==> config.mk <==
export PLATFORM = sky130hd
export DESIGN_NAME = control_sequencer
export DESIGN_NICKNAME = d
export VERILOG_FILES = /design/src/rtl/control_sequencer.sv
export SDC_FILE = /design/constraint.sdc
export NUM_CORES = 1
export LEC_CHECK = 0
export ABC_AREA = 1
export CELL_PAD_IN_SITES_DETAIL_PLACEMENT = 1
export CELL_PAD_IN_SITES_GLOBAL_PLACEMENT = 1
export CORE_ASPECT_RATIO = 1.4
export CORE_UTILIZATION = 27
export CTS_CLUSTER_DIAMETER = 100
export DETAILED_ROUTE_END_ITERATION = 8
export GPL_ROUTABILITY_DRIVEN = 0
export GPL_TIMING_DRIVEN = 1
export PLACE_DENSITY_LB_ADDON = 0.12
export SYNTH_ARGS = -nofsm -noshare
export SYNTH_HDL_FRONTEND = slang
export SYNTH_SLANG_ARGS = --single-unit
==> constraint.sdc <==
create_clock -name Clock -period 2.2 [get_ports Clock]
set_clock_uncertainty 0.1 [all_clocks]
set_input_delay 0.33 -clock Clock [delete_from_list [all_inputs] [get_ports Clock]]
set_output_delay 0.33 -clock Clock [all_outputs]
set_load 0.005 [all_outputs]
==> src/rtl/control_sequencer.sv <==
// Hardwired control sequencer for the datapath.
// Fetch T0..T2 with stretchable T1, opcode-driven execute T3..T6.
module control_sequencer #(
  parameter int unsigned MEM_WAIT = 0
) (
  input  logic        Clock,
  input  logic        clear,
  input  logic [31:0] ir,
  output logic        PCout,
  output logic        PCin,
  output logic        IncPC,
  output logic        MARin,
  output logic        MDRin,
  output logic        MDRout,
  output logic        Read,
  output logic        IRin,
  output logic        Yin,
  output logic        Zin,
  output logic        Zhighout,
  output logic        Zlowout,
  output logic        HIin,
  output logic        LOin,
  output logic        HIout,
  output logic        LOout,
  output logic [4:0]  alu_op,
  output logic [15:0] reg_in,
  output logic [15:0] reg_out,
  output logic        run,
  output logic        illegal
);

  typedef enum logic [3:0] {
    S_RESET, S_T0, S_T1, S_T2, S_T3,
    S_T4, S_T5, S_T6, S_HALT
  } state_t;

  state_t      r_state;
  logic [3:0]  r_wait;
  logic        r_illegal;

  logic [4:0]  w_op;
  logic [15:0] w_ra;
  logic [15:0] w_rb;
  logic [15:0] w_rc;
  logic        w_alu3;
  logic        w_muldiv;
  logic        w_negnot;
  logic        w_mfhi;
  logic        w_mflo;
  logic        w_nop;
  logic        w_halt;
  logic        w_unused_ir;

  assign w_op     = ir[31:27];
  assign w_ra     = 16'd1 << ir[26:23];
  assign w_rb     = 16'd1 << ir[22:19];
  assign w_rc     = 16'd1 << ir[18:15];
  assign w_alu3   = (w_op >= 5'd3) && (w_op <= 5'd14);
  assign w_muldiv = (w_op == 5'd15) || (w_op == 5'd16);
  assign w_negnot = (w_op == 5'd17) || (w_op == 5'd18);
  assign w_mfhi   = (w_op == 5'd23);
  assign w_mflo   = (w_op == 5'd24);
  assign w_nop    = (w_op == 5'd25);
  assign w_halt   = (w_op == 5'd26);
  assign w_unused_ir = ^ir[14:0];

  // State register, T1 wait counter and sticky illegal flag
  always_ff @(posedge Clock) begin
    if (clear) begin
      r_state   <= S_RESET;
      r_wait    <= 4'd0;
      r_illegal <= 1'b0;
    end else begin
      case (r_state)
        S_RESET: r_state <= S_T0;
        S_T0:    r_state <= S_T1;
        S_T1: begin
          if (r_wait == 4'(MEM_WAIT)) begin
            r_state <= S_T2;
            r_wait  <= 4'd0;
          end else begin
            r_wait  <= r_wait + 4'd1;
          end
        end
        S_T2:    r_state <= S_T3;
        S_T3: begin
          if (w_alu3 || w_muldiv || w_negnot) begin
            r_state <= S_T4;
          end else if (w_mfhi || w_mflo || w_nop) begin
            r_state <= S_T0;
          end else if (w_halt) begin
            r_state <= S_HALT;
          end else begin
            r_state   <= S_HALT;
            r_illegal <= 1'b1;
          end
        end
        S_T4:    r_state <= (w_alu3 || w_muldiv) ? S_T5 : S_T0;
        S_T5:    r_state <= w_muldiv ? S_T6 : S_T0;
        S_T6:    r_state <= S_T0;
        S_HALT:  r_state <= S_HALT;
        default: r_state <= S_RESET;
      endcase
    end
  end

  // Moore strobe decode from state, ir and wait counter
  always_comb begin
    PCout = 1'b0; PCin = 1'b0; IncPC = 1'b0;
    MARin = 1'b0; MDRin = 1'b0; MDRout = 1'b0;
    Read = 1'b0; IRin = 1'b0; Yin = 1'b0;
    Zin = 1'b0; Zhighout = 1'b0; Zlowout = 1'b0;
    HIin = 1'b0; LOin = 1'b0; HIout = 1'b0;
    LOout = 1'b0;
    alu_op  = 5'd0;
    reg_in  = 16'd0;
    reg_out = 16'd0;
    run     = (r_state != S_RESET) && (r_state != S_HALT);
    illegal = r_illegal;
    case (r_state)
      S_T0: begin
        PCout = 1'b1; MARin = 1'b1;
        IncPC = 1'b1; Zin = 1'b1;
      end
      S_T1: begin
        Read = 1'b1; MDRin = 1'b1;
        if (r_wait == 4'd0) begin
          Zlowout = 1'b1; PCin = 1'b1;
        end
      end
      S_T2: begin
        MDRout = 1'b1; IRin = 1'b1;
      end
      S_T3: begin
        unique case (1'b1)
          w_alu3: begin
            reg_out = w_rb; Yin = 1'b1;
          end
          w_muldiv: begin
            reg_out = w_ra; Yin = 1'b1;
          end
          w_negnot: begin
            reg_out = w_rb; Zin = 1'b1;
            alu_op = w_op;
          end
          w_mfhi: begin
            HIout = 1'b1; reg_in = w_ra;
          end
          w_mflo: begin
            LOout = 1'b1; reg_in = w_ra;
          end
          default: ;
        endcase
      end
      S_T4: begin
        unique case (1'b1)
          w_alu3: begin
            reg_out = w_rc; Zin = 1'b1;
            alu_op = w_op;
          end
          w_muldiv: begin
            reg_out = w_rb; Zin = 1'b1;
            alu_op = w_op;
          end
          w_negnot: begin
            Zlowout = 1'b1; reg_in = w_ra;
          end
          default: ;
        endcase
      end
      S_T5: begin
        unique case (1'b1)
          w_alu3: begin
            Zlowout = 1'b1; reg_in = w_ra;
          end
          w_muldiv: begin
            Zlowout = 1'b1; LOin = 1'b1;
          end
          default: ;
        endcase
      end
      S_T6: begin
        Zhighout = 1'b1; HIin = 1'b1;
      end
      default: ;
    endcase
  end

endmodule

==> metrics.md <==
| Metric | Value |
|---|---|
| Most numerous cell in the Yosys netlist | `sky130_fd_sc_hd__nand2_1` |
| Vias in the first global route | `2,928` |
| Core outline area | `5950 sq um` |
| WL per Instance | `17.8 um` |
| Setup crit start | `r_state[3]$_SDFFE_PP0P_` |
| Total congestion overflow after global routing | `0` |
| Cell chosen for the clock root | `sky130_fd_sc_hd__clkbuf_8` |
| Per-cell via count in the routed design | `5.44` |
| Yosys top cell area share | `19.5%` |
| Synth area leader | `sky130_fd_sc_hd__nand2_1` |
| Critical Path End Type | `primary output` |
| Clock transition at path regs | `40 ps` |
| Register area share after synthesis | `10.7%` |
| Critical Path Fanout Max | `6` |
| Part of the cycle the worst path needs | `100%` |
| Primary FF master, synth | `sky130_fd_sc_hd__dfxtp_1` |
| Startpoint types | `register` |
| Setup CP Type | `reg2out` |
| Failing checks | `setup timing` |
| Dominant cells by area after synthesis | `sky130_fd_sc_hd__nand2_1 19%, sky130_fd_sc_hd__nand4_1 12%, sky130_fd_sc_hd__inv_1 12%` |
| Hold Path Class | `reg2reg` |
| Leakage Power | `1.86 nW` |
| Worst Hold Slack | `372 ps` |
| I/O pin total | `89` |
| Final Hold Fails | `0` |
| Mapped cell area | `1680 sq um` |
| Arrival time of data at the critical path endpoint | `1770 ps` |
| Run status | `finished with violations` |
| Final Critical Period | `2200 ps` |
| Half-perimeter wire length after detailed placement | `5.88 mm` |
| EDFF count, synth | `0` |
| Wire length of the first global-routing pass | `13.9 mm` |
| Final antenna diode count | `0` |
| Number of register bits inferred by synthesis | `9` |
| Relative area change from synthesis to final layout | `101%` |
| Leading cell types by count after synthesis | `87 x sky130_fd_sc_hd__nand2_1, 53 x sky130_fd_sc_hd__inv_1, 33 x sky130_fd_sc_hd__nand4_1` |
| Finished Cell Area | `3380 sq um` |
| Port Buffer Count | `73` |
| Maximum number of pins on one net before global-route repair | `16` |
| Number of remaining DRC errors | `0` |
| Total number of clock tree sinks | `9` |
| RSZ-0062 raised after global routing | `yes` |
| Cell area reported after detailed placement | `2820 sq um` |
| Via count | `2,886` |
| Proportion of layout cells with a drive suffix above 1 | `41.0%` |
| Detailed-route wire length | `9.47 mm` |
| Antenna Violating Nets Remaining | `0` |
| Launch instance of the worst min-delay path | `illegal$_SDFFE_PP0P_` |
| Transition time at the pin with the least slew margin | `336 ps` |
| Pwr Total | `0.000902 W` |
| Antenna violations before repair | `0` |
| Count of hold buffers inserted by post-cts repair | `0` |
| Highest clock rate | `454 MHz` |
| R2r startpoint | `r_state[3]$_SDFFE_PP0P_` |
| Number of distinct library cell variants in the gate-level netlist after synthesis | `27` |
| Overall die width | `68.6 um` |
| P per Cell Area | `267 nW/um^2` |
| Data required, critical path | `1770 ps` |
| Nets in the synthesized netlist | `353` |
| Accumulated negative setup slack | `-0.779 ps` |
| Initial core utilization | `28.2%` |
| Die area | `6540 sq um` |
| Final setup slack of the worst path | `-0.779 ps` |
| Number of rows in the core area | `33` |
| Final setup violation count | `1` |
| # nets final | `498` |
| Number of cells produced by synthesis | `317` |
| Maximum capacitance violations | `0` |
| Fraction of synthesis flops using an asynchronous set or reset pin | `0%` |
| Max Buffers Root-to-Sink | `2` |
| Initial DRC Count | `180` |
| Pins Over Slew Limit | `0` |
| Die height | `95.3 um` |
| Average cell area after synthesis | `5.29 sq um` |
| Synthesis Warnings | `0` |
| Worst slack at placement | `-624 ps` |
| Level count of the clock H-tree | `1` |
| Later-pin clock latency in the skew report | `240 ps` |
| Clock tree from TritonCTS | `done` |
| GR Util All Layers | `28.6%` |
| Max-Slew Margin vs Limit | `77.4%` |
| Worst VDD drop | `0.000346 V` |
| Num CTS Buffers | `3` |
| Pre-antenna DRT Iters | `4` |
## state kept, by name, summed over array words and instances, names as in the netlist
name,count
illegal,1
r_wait,4
r_state,4
## placed cells by master, fill, tap and decap left out, types with 7 or more instances in the layout
master                            count
sky130_fd_sc_hd__dlygate4sd2_1       24
sky130_fd_sc_hd__clkbuf_2             9
sky130_fd_sc_hd__inv_1               38
sky130_fd_sc_hd__nor2_1              16
sky130_fd_sc_hd__nor2_4               7
sky130_fd_sc_hd__nand2_1             66
sky130_fd_sc_hd__buf_6               11
sky130_fd_sc_hd__clkdlybuf4s15_1      8
sky130_fd_sc_hd__buf_2               11
sky130_fd_sc_hd__inv_2               14
sky130_fd_sc_hd__clkdlybuf4s50_1     15
sky130_fd_sc_hd__nand2_2             17
sky130_fd_sc_hd__buf_4               72
sky130_fd_sc_hd__o22ai_1             25
sky130_fd_sc_hd__a21oi_1             12
sky130_fd_sc_hd__nand3_1             14
sky130_fd_sc_hd__nand4_1             33
sky130_fd_sc_hd__nand2_4              7
## worst paths after layout
check                                          endpoint  slack (ps)  cells past startpoint
worst max register to register  r_state[0]$_SDFFE_PP0P_         490                     12
worst min-delay path               illegal$_SDFFE_PP0P_         370                      2
worst min register to register     illegal$_SDFFE_PP0P_         370                      2
worst max-delay path                          reg_in[3]        -0.8                     12
## repair_timing
| action | 4_1_cts | 5_1_grt |
|---|---|---|
| buffers inserted | 19 | 9 |
| pin swaps | 23 | 10 |
| resized for setup | 171 | 65 |
| hold endpoints to repair | 0 | 0 |
| gates cloned | 1 | 0 |
| endpoints found under the setup margin | 44 | 40 |
## worst max-delay path, cell delays in order (launching register included)
cell and delay [ps]:
sky130_fd_sc_hd__dfxtp_2 320, sky130_fd_sc_hd__inv_2 80, sky130_fd_sc_hd__nand2_4 80, sky130_fd_sc_hd__inv_4 80
sky130_fd_sc_hd__nand2_2 60, sky130_fd_sc_hd__nor2_2 80, sky130_fd_sc_hd__buf_4 140, sky130_fd_sc_hd__a21oi_4 60
sky130_fd_sc_hd__buf_12 140, sky130_fd_sc_hd__buf_4 140, sky130_fd_sc_hd__buf_12 120, sky130_fd_sc_hd__a21oi_1 120
sky130_fd_sc_hd__buf_2 130
## cell families after synthesis
kind of cell	count (synthesis)	share of synthesized area, %
simple gates	174	48.1
xor+xnor	2	1.04
buf+inv	76	19.5
flops	9	10.7
fa+ha+maj	2	1.49
compound gates	54	19.2
## per-layer routing
metal | vias up | GRT usage, % | routed length (um)
met5 | - | 0 | 0
met3 | 44 | 2.15 | 304
met2 | 100 | 56.0 | 5280
met4 | 0 | 19.1 | 629
met1 | 1392 | 26.7 | 3260
li1 | 1350 | - | -
## power by group
group | switching [W] | total, W | internal [W]
combinational | 0.000285 | 0.000516 | 0.000231
clock | 0.0000696 | 0.000196 | 0.000127
sequential | 0.0000142 | 0.000190 | 0.000175
total | 0.000369 | 0.000902 | 0.000533
## stage by stage
stage | utilization (%) | std cells
3_3_place_gp | 47.5 | 498
5_1_grt | 56.8 | 531
2_1_floorplan | - | 317
3_5_place_dp | 47.5 | 498
4_1_cts | 54.6 | 522
6_report | 56.8 | 531
## final cells by class
class / instances / area [sq um]
Fill cell: 782 / 2570
Multi-Input combinational cell: 232 / 1460
Timing Repair Buffer: 159 / 1370
Inverter: 57 / 230
Sequential cell: 9 / 186
Tap cell: 70 / 87.6
Clock buffer: 4 / 45.0
(Power assumes the default switching activity.)
